[config.mk]
export PLATFORM = sky130hd
export DESIGN_NAME = pipe_hazard_ctrl
export DESIGN_NICKNAME = d
export VERILOG_FILES = /design/src/rtl/pipe_hazard_ctrl.sv
export SDC_FILE = /design/constraint.sdc
export NUM_CORES = 1
export LEC_CHECK = 0
export BUFFER_PORTS_ARGS = -buffer_cell sky130_fd_sc_hd__buf_2
export CAP_MARGIN = 10
export CORE_AREA = 4 4 73 102
export DETAILED_ROUTE_END_ITERATION = 16
export DIE_AREA = 0 0 77 106
export PLACE_DENSITY = 0.73
export SLEW_MARGIN = 20
export SYNTH_ARGS = -nofsm -noshare
export SYNTH_HDL_FRONTEND = slang
export SYNTH_SLANG_ARGS = --single-unit
[constraint.sdc]
create_clock -name clk -period 1.9 [get_ports clk]
set_input_delay 0.095 -clock clk [delete_from_list [all_inputs] [get_ports clk]]
set_output_delay 0.095 -clock clk [all_outputs]
set_load 0.02 [all_outputs]
[src/rtl/pipe_hazard_ctrl.sv]
// Stall/flush controller for the 5-stage pipeline: load-use bubbles, EX redirects,
// data-memory wait freezes with timeout, and saturating performance counters.
module pipe_hazard_ctrl #(
  parameter int unsigned CNT_W       = 16,
  parameter int unsigned MEM_TIMEOUT = 64
) (
  input  logic             clk,
  input  logic             rst,
  input  logic [4:0]       rs_ID,
  input  logic [4:0]       rt_ID,
  input  logic             usesRt_ID,
  input  logic             MemRead_EX,
  input  logic [4:0]       writeAddr_EX,
  input  logic             Branch_EX,
  input  logic             Zero_EX,
  input  logic             Jump_EX,
  input  logic             mem_req,
  input  logic             mem_ready,
  output logic             PCWrite,
  output logic             IFIDWrite,
  output logic             IDEXWrite,
  output logic             EXMEMWrite,
  output logic             IDEXBubble,
  output logic             IFIDFlush,
  output logic             IDEXFlush,
  output logic             redirect,
  output logic             mem_err,
  output logic [CNT_W-1:0] stall_cnt,
  output logic [CNT_W-1:0] flush_cnt,
  output logic [CNT_W-1:0] wait_cnt
);

  localparam int unsigned     TO_W   = $clog2(MEM_TIMEOUT + 1);
  localparam logic [TO_W-1:0] TO_MAX = TO_W'(MEM_TIMEOUT);

  typedef enum logic [1:0] {RUN, MEM_WAIT, ERR} state_t;

  state_t          state, state_nx;
  logic [TO_W-1:0] to_cnt, to_cnt_nx;
  logic            set_err, inc_wait;
  logic            taken, lu_hazard, frozen, act_taken, act_lu;

  function automatic logic [CNT_W-1:0] sat_inc(input logic [CNT_W-1:0] v);
    return (v == '1) ? v : v + CNT_W'(1);
  endfunction

  assign taken     = Jump_EX | (Branch_EX & Zero_EX);
  assign lu_hazard = MemRead_EX & (writeAddr_EX != 5'd0) &
                     ((writeAddr_EX == rs_ID) | (usesRt_ID & (writeAddr_EX == rt_ID)));

  always_ff @(posedge clk or posedge rst) begin
    if (rst) begin
      state  <= RUN;
      to_cnt <= '0;
    end else begin
      state  <= state_nx;
      to_cnt <= to_cnt_nx;
    end
  end

  always_comb begin
    state_nx  = state;
    to_cnt_nx = to_cnt;
    set_err   = 1'b0;
    inc_wait  = 1'b0;
    unique case (state)
      RUN: begin
        if (mem_req && !mem_ready) begin
          state_nx  = MEM_WAIT;
          to_cnt_nx = TO_W'(1);
          inc_wait  = 1'b1;
        end
      end
      MEM_WAIT: begin
        if (mem_ready) begin
          state_nx = RUN;
        end else if (to_cnt < TO_MAX) begin
          to_cnt_nx = to_cnt + TO_W'(1);
          inc_wait  = 1'b1;
        end else begin
          state_nx = ERR;
          set_err  = 1'b1;
        end
      end
      ERR: ;
      default: state_nx = RUN;
    endcase
  end

  // Redirect/stall decisions made during a freeze are deferred, so they are
  // only acted on (and counted) in an unfrozen cycle.
  always_comb begin
    frozen = 1'b1;
    unique case (state)
      RUN:      frozen = mem_req & ~mem_ready;
      MEM_WAIT: frozen = ~mem_ready;
      ERR:      frozen = 1'b1;
      default:  frozen = 1'b1;
    endcase
    act_taken = ~frozen & taken;
    act_lu    = ~frozen & ~taken & lu_hazard;

    PCWrite    = 1'b1;
    IFIDWrite  = 1'b1;
    IDEXWrite  = 1'b1;
    EXMEMWrite = 1'b1;
    IDEXBubble = 1'b0;
    IFIDFlush  = 1'b0;
    IDEXFlush  = 1'b0;
    redirect   = 1'b0;
    if (rst || frozen) begin
      PCWrite    = 1'b0;
      IFIDWrite  = 1'b0;
      IDEXWrite  = 1'b0;
      EXMEMWrite = 1'b0;
    end else if (act_taken) begin
      redirect  = 1'b1;
      IFIDFlush = 1'b1;
      IDEXFlush = 1'b1;
    end else if (act_lu) begin
      PCWrite    = 1'b0;
      IFIDWrite  = 1'b0;
      IDEXBubble = 1'b1;
    end
  end

  always_ff @(posedge clk or posedge rst) begin
    if (rst) begin
      mem_err   <= 1'b0;
      stall_cnt <= '0;
      flush_cnt <= '0;
      wait_cnt  <= '0;
    end else begin
      if (set_err)   mem_err   <= 1'b1;
      if (act_lu)    stall_cnt <= sat_inc(stall_cnt);
      if (act_taken) flush_cnt <= sat_inc(flush_cnt);
      if (inc_wait)  wait_cnt  <= sat_inc(wait_cnt);
    end
  end

endmodule

==> results_dict.tcl, run 1 <==
set metrics [dict create \
    remaining_drc_errors 0 \
    synth_nets 298 \
    fin_crit_ns 1.89 \
    crit_arrival_ns 2.10 \
    fin_crit_sh_pct 99.4 \
    cp_max_fo 4 \
    synth_xor_xnor_area_share_pct 15.9 \
    fp-row-count 35 \
    synth_top_area_share_pct 48.9 \
    hold_viol 0 \
    grt_overflow 0 \
    dr_total_vias 2444 \
    crit_required_ns 2.11 \
    pre_cts_slack_ns 0.0213 \
    portBuffers 80 \
    finClkSkew_ns 0.00665 \
    antenna_cells 0 \
    irDropWorstVdd_mv 0.722 \
    rsz0062_at_grt "yes" \
    timing.final.ws_setup_ns 0.0113 \
    max_freq_ghz 0.529 \
    area_growth_pct 34.8 \
    hold_path_class "input port to flip-flop" \
    setup_viol 0 \
    cp-start-kind "flip-flop" \
    yosys.area.top_type "dfrtp_1" \
    cts_max_level 3 \
    start_util_pct 45.5 \
    wl_per_cell_microns 14.7 \
    relSlewSlack_pct 63.8 \
    synth-simple-area-share_pct 23.5 \
    cts_root_buffer "clkbuf_8" \
    clk_pin_slew_ns 0.07 \
    cts_buffers 9 \
    utilization_pct 61.3 \
    rr_endpoint "wait_cnt[1]$_DFFE_PP0P_" \
    min-delay-start "mem_ready" \
    core_area_sq_um 6530 \
    antenna_found_initial 0 \
    clock-sinks 58 \
    timing.hold.ws_ns 0.169 \
    grt_pass1_wl_mm 11.3 \
    power.leakage_nw 1.97 \
    slew_viol_final 0 \
    grt_pass1_vias 2471 \
    nFillCells 559 \
    r2r_slack_ns 0.01 \
    timing.rr.start "wait_cnt[1]$_DFFE_PP0P_" \
    drt_iter0_markers 83 \
    insertion_delay_ns 0.33 \
    grtUsageTotal_pct 17.0 \
    syn_area_per_cell_sq_um 11.0 \
    synth_ff_type "dfrtp_1" \
    end_kind "flip-flop" \
    cts_tree "built" \
    yosys_warnings 0 \
    yosys-top-cells-area "dfrtp_1 (49%), xnor2_1 (10%), xor2_1 (5.9%)" \
    worstHoldEndpoint "mem_err$_DFFE_PP0P_" \
    power.density_nw_per_um2 927 \
    worstMarginPinSlew_ns 0.539 \
    final.setup.tns_ns 0 \
    synth.yosys.seq_area_share_pct 48.9 \
    gp_congestion 0.803 \
    synth_edf_count 0 \
    status "finished, final reports clean" \
    hold_depth 4 \
    drive_above_1_share_pct 45.2 \
    synth_compound_area_share_pct 6.07 \
    syn_area_sq_um 2970 \
    instances_no_fill 470 \
    die_w_microns 77 \
    synthArstFlopShare_pct 100 \
    die_y_microns 106 \
    worstRegToRegCells 6 \
    antenna_left 0 \
    postSynthCellCount 270 \
    via_per_inst 5.20 \
    synth.distinct_cells 51 \
    wirelength_mm 6.90 \
    place_hpwl_mm 4.94 \
    place_inst 445 \
    synth_fa_ha_area_share_pct 1.69 \
    grt_max_degree 59 \
    synth_seq_cells 58 \
    synth_mux_area_share_pct 2.23 \
    clockBufferDepth 2 \
    ioPinCount 81 \
    dieArea_sq_um 8160 \
    layout.nets 419 \
    synth_top_family_by_area "simple AND/OR/NAND/NOR gates" \
    crit_type "flip-flop to flip-flop" \
    drv.max_cap_violation_count 0 \
    dr.pass1.iters 4 \
]
[registers in the layout, indices dropped and copies added, names as in the netlist]
name,cells
wait_cnt,16
flush_cnt,16
to_cnt,7
state,2
stall_cnt,16
mem_err,1
[cells by family after synthesis]
group,Yosys count
XOR/XNOR,54
AND/OR/NAND/NOR,121
AO/OA/AOI/OAI,18
buffers and inverters,9
adder cells (fa/ha/maj),4
flip-flops,58
multiplexers,6
[worst max-delay path by stage]
stage / start / to
after floorplan: flush_cnt[6]$_DFFE_PP0P_ / flush_cnt[9]$_DFFE_PP0P_
after global placement: wait_cnt[8]$_DFFE_PP0P_ / wait_cnt[1]$_DFFE_PP0P_
after detailed placement: stall_cnt[1]$_DFFE_PP0P_ / stall_cnt[1]$_DFFE_PP0P_
after CTS: state[0]$_DFFE_PP0P_ / IDEXBubble
after global routing: wait_cnt[1]$_DFFE_PP0P_ / wait_cnt[1]$_DFFE_PP0P_
final: wait_cnt[1]$_DFFE_PP0P_ / wait_cnt[1]$_DFFE_PP0P_
[critical path: stages (launching register included)]
cell and delay (ns):
dfrtp_2 0.41, ha_4 0.15, inv_2 0.02, or2_1 0.23, or4_4 0.57, nand2_4 0.10, mux2_4 0.29
[report_power, final]
| group | switching [W] | internal [W] | total [W] |
|---|---|---|---|
| combinational | 0.000577 | 0.000484 | 0.00106 |
| sequential | 0.000156 | 0.00141 | 0.00157 |
| clock | 0.000483 | 0.000596 | 0.00108 |
[stage by stage]
| stage | power [W] | cell area (sq um) |
|---|---|---|
| after floorplan | 0.00217 | 3010 |
| after global placement | 0.00255 | 3680 |
| after detailed placement | 0.00258 | 3680 |
| after CTS | 0.00367 | 3880 |
| after global routing | 0.00392 | 4000 |
| final | 0.00371 | 4000 |
[area by class of cell]
class,instances,area [sq um],area share (%)
repair buffers,115,682,17.0
clock buffers,10,128,3.19
well taps,74,92.6,2.31
clock inverters,6,57.6,1.44
multi-input cells,203,1560,38.9
inverters,4,16.3,0.407
flip-flops and latches,58,1470,36.7
[cell usage in the layout, fill, tap and decap left out, types with 3 or more instances in the layout]
cell type   n
nand3_1    21
clkbuf_8    9
and3_4      3
o21ai_0     3
nor2_1     23
buf_4      32
buf_2      80
nand2_1    25
clkinv_2    5
xor2_1     20
nor3_1      4
dfrtp_2    15
and3_1      5
and4_4      4
dfrtp_1    43
xnor2_1    34
nand2b_1    3
nand4_1    11
[synthesized netlist by cell type, drive strengths merged, types with 3 or more instances]
cell type / instances
xnor2: 34
o21ai: 4
buf: 5
nand3: 22
nand2b: 3
xor2: 20
nand2: 27
dfrtp: 58
mux2: 5
and3: 8
inv: 3
nor3: 7
and4: 6
nand4: 13
ha: 4
nor2: 24
[what timing repair did]
item,CTS,global route
endpoints found under the setup margin,3,21
resized for setup,1,13
buffers inserted,0,8
hold endpoints to repair,58,0
pin swaps,1,11
hold buffers,1,0
[metal layers]
layer | GRT usage (%) | vias up | wire (microns)
li1 | - | 1182 | -
met3 | 2.71 | 10 | 207
met2 | 31.4 | 46 | 3870
met5 | 0 | - | 0
met4 | 9.41 | 0 | 140
met1 | 18.3 | 1206 | 2690
No activity file was read; power rests on OpenSTA's default activity.
==> inputs of run 2 (changes only) <==
--- a/config.mk
+++ b/config.mk
@@ -7,10 +7,10 @@
 export LEC_CHECK = 0
 export BUFFER_PORTS_ARGS = -buffer_cell sky130_fd_sc_hd__buf_2
 export CAP_MARGIN = 10
-export CORE_AREA = 4 4 73 102
+export CORE_AREA = 4 4 94 79
 export DETAILED_ROUTE_END_ITERATION = 16
-export DIE_AREA = 0 0 77 106
-export PLACE_DENSITY = 0.73
+export DIE_AREA = 0 0 98 83
+export PLACE_DENSITY_LB_ADDON = 0.05
 export SLEW_MARGIN = 20
 export SYNTH_ARGS = -nofsm -noshare
 export SYNTH_HDL_FRONTEND = slang
==> results_dict.tcl, run 2 (synthesis results as in run 1) <==
set metrics [dict create \
    start_util_pct 45.1 \
    cts_root_buffer "clkbuf_8" \
    end_kind "flip-flop" \
    nFillCells 596 \
    cp_max_fo 8 \
    wirelength_mm 7.11 \
    antenna_left 0 \
    ioPinCount 81 \
    rsz0062_at_grt "yes" \
    clock-sinks 58 \
    slew_viol_final 0 \
    status "finished, final reports clean" \
    reg_top3 "flush_cnt: 16 flops, stall_cnt: 16 flops, wait_cnt: 16 flops" \
    setup_viol 0 \
    grtUsageTotal_pct 17.7 \
    dr.pass1.iters 4 \
    hold_viol 0 \
    final_cell_mix "buf_2 (79), buf_4 (47), dfrtp_1 (44), xnor2_1 (34), nand2_1 (25)" \
    portBuffers 80 \
    gp_congestion 0.819 \
    area_growth_pct 38.9 \
    worstMarginPinSlew_ns 0.536 \
    place_area_sq_um 3690 \
    dr_total_vias 2434 \
    cts_tree "built" \
    insertion_delay_ns 0.34 \
    layout.nets 435 \
    wl_per_cell_microns 14.2 \
    crit_type "flip-flop to flip-flop" \
    final_cell_area_sq_um 4120 \
    grt_max_degree 36 \
    hold_path_class "input port to flip-flop" \
    antenna_found_initial 1 \
    via_per_inst 4.88 \
    drt_iter0_markers 55 \
    finClkSkew_ns 0.0106 \
    clk_pin_slew_ns 0.07 \
    timing.final.ws_setup_ns 0.0639 \
    antenna_cells 0 \
    grt_pass1_vias 2392 \
    irDropWorstVdd_mv 0.714 \
    fp-row-count 27 \
    dieArea_sq_um 8130 \
    crit_required_ns 2.11 \
    pre_cts_slack_ns -0.00110 \
    place_hpwl_mm 5.17 \
    drv.max_cap_violation_count 0 \
    cts_buffers 9 \
    max_freq_ghz 0.545 \
    final_common_cell "buf_2" \
    fin_crit_sh_pct 96.6 \
    crit_arrival_ns 2.05 \
    power.density_nw_per_um2 899 \
    die_w_microns 98 \
    clockBufferDepth 2 \
    grt_pass1_wl_mm 11.6 \
    remaining_drc_errors 0 \
    relSlewSlack_pct 64.0 \
    cts_max_level 3 \
    power.total_w 0.00371 \
    core_area_sq_um 6590 \
    drive_above_1_share_pct 47.3 \
    die_y_microns 83 \
    fin_crit_ns 1.84 \
    grt_overflow 0 \
    power.leakage_nw 2.03 \
    cp-start-kind "flip-flop" \
]
[run 2: changes by cell type in the layout (fill, tap and decap cells not counted), moves of 2 or more]
cell      delta
nor3_2       +2
buf_4       +15
nor2_1       -2
nor2_2       +2
clkbuf_8     +2
buf_6        +3
[run 2: path summary, 6_finish.rpt]
path / startpoint / end / slack (ns) / cells past startpoint
max reg2reg: stall_cnt[0]$_DFFE_PP0P_ / stall_cnt[1]$_DFFE_PP0P_ / 0.06 / 6
max: stall_cnt[0]$_DFFE_PP0P_ / stall_cnt[1]$_DFFE_PP0P_ / 0.06 / 6
max in group asynchronous: rst / wait_cnt[3]$_DFFE_PP0P_ / 1.10 / 4
min: mem_ready / mem_err$_DFFE_PP0P_ / 0.12 / 4
min reg2reg: mem_err$_DFFE_PP0P_ / mem_err$_DFFE_PP0P_ / 0.48 / 1
min in group asynchronous: rst / flush_cnt[3]$_DFFE_PP0P_ / 0.39 / 4
[run 2: repair_timing]
action | 4_1_cts | 5_1_grt
pin swaps | 4 | 12
gates cloned | 0 | 0
buffers inserted | 7 | 15
hold buffers | 1 | 0
gates resized for setup | 3 | 15
endpoints found under the hold margin | 58 | 0
endpoints found under the setup margin | 4 | 26
[run 2: final cells by class]
cell class                      instances  area, sq um  share of cell area, %
Clock inverter                          3         15.0                  0.364
Clock buffer                           13          159                   3.85
Tap cell                               87          109                   2.64
Inverter                                4         16.3                  0.395
Timing Repair Buffer                  131          803                   19.5
Sequential cell                        58         1470                   35.6
Multi-Input combinational cell        203         1550                   37.6
[run 2: power by group]
part	total, W	internal [W]	switching [W]
sequential	0.00156	0.00141	0.000148
combinational	0.00113	0.000512	0.000615
clock	0.00102	0.000539	0.000482
total	0.00371	0.00246	0.00124
[run 2: per-layer routing]
layer	wire length (microns)	global-route usage [%]	part of all wire (%)
met1	3270	23.0	46
met2	3280	27.4	46
met3	479	7.22	6.7
met4	67	5.03	0.94
met5	13	0	0.18
[run 2: per-stage QoR]
step | TNS [ns] | hold slack, ns | util [%] | std cells
after global routing | -0.0874 | 0.116 | 62.6 | 499
final | 0 | 0.121 | 62.6 | 499
after detailed placement | -0.00110 | 0.194 | 56.1 | 460
after global placement | 0 | 0.194 | 56.1 | 460
after CTS | 0 | 0.119 | 59.9 | 484
after floorplan | -0.0911 | 0.282 | - | 270
[run 2: worst max-delay path: stages (launching register included)]
cell	delay [ns]
dfrtp_2	0.43
ha_4	0.17
and4_4	0.19
and3_4	0.19
a211oi_4	0.29
nand2_4	0.13
mux2_4	0.32
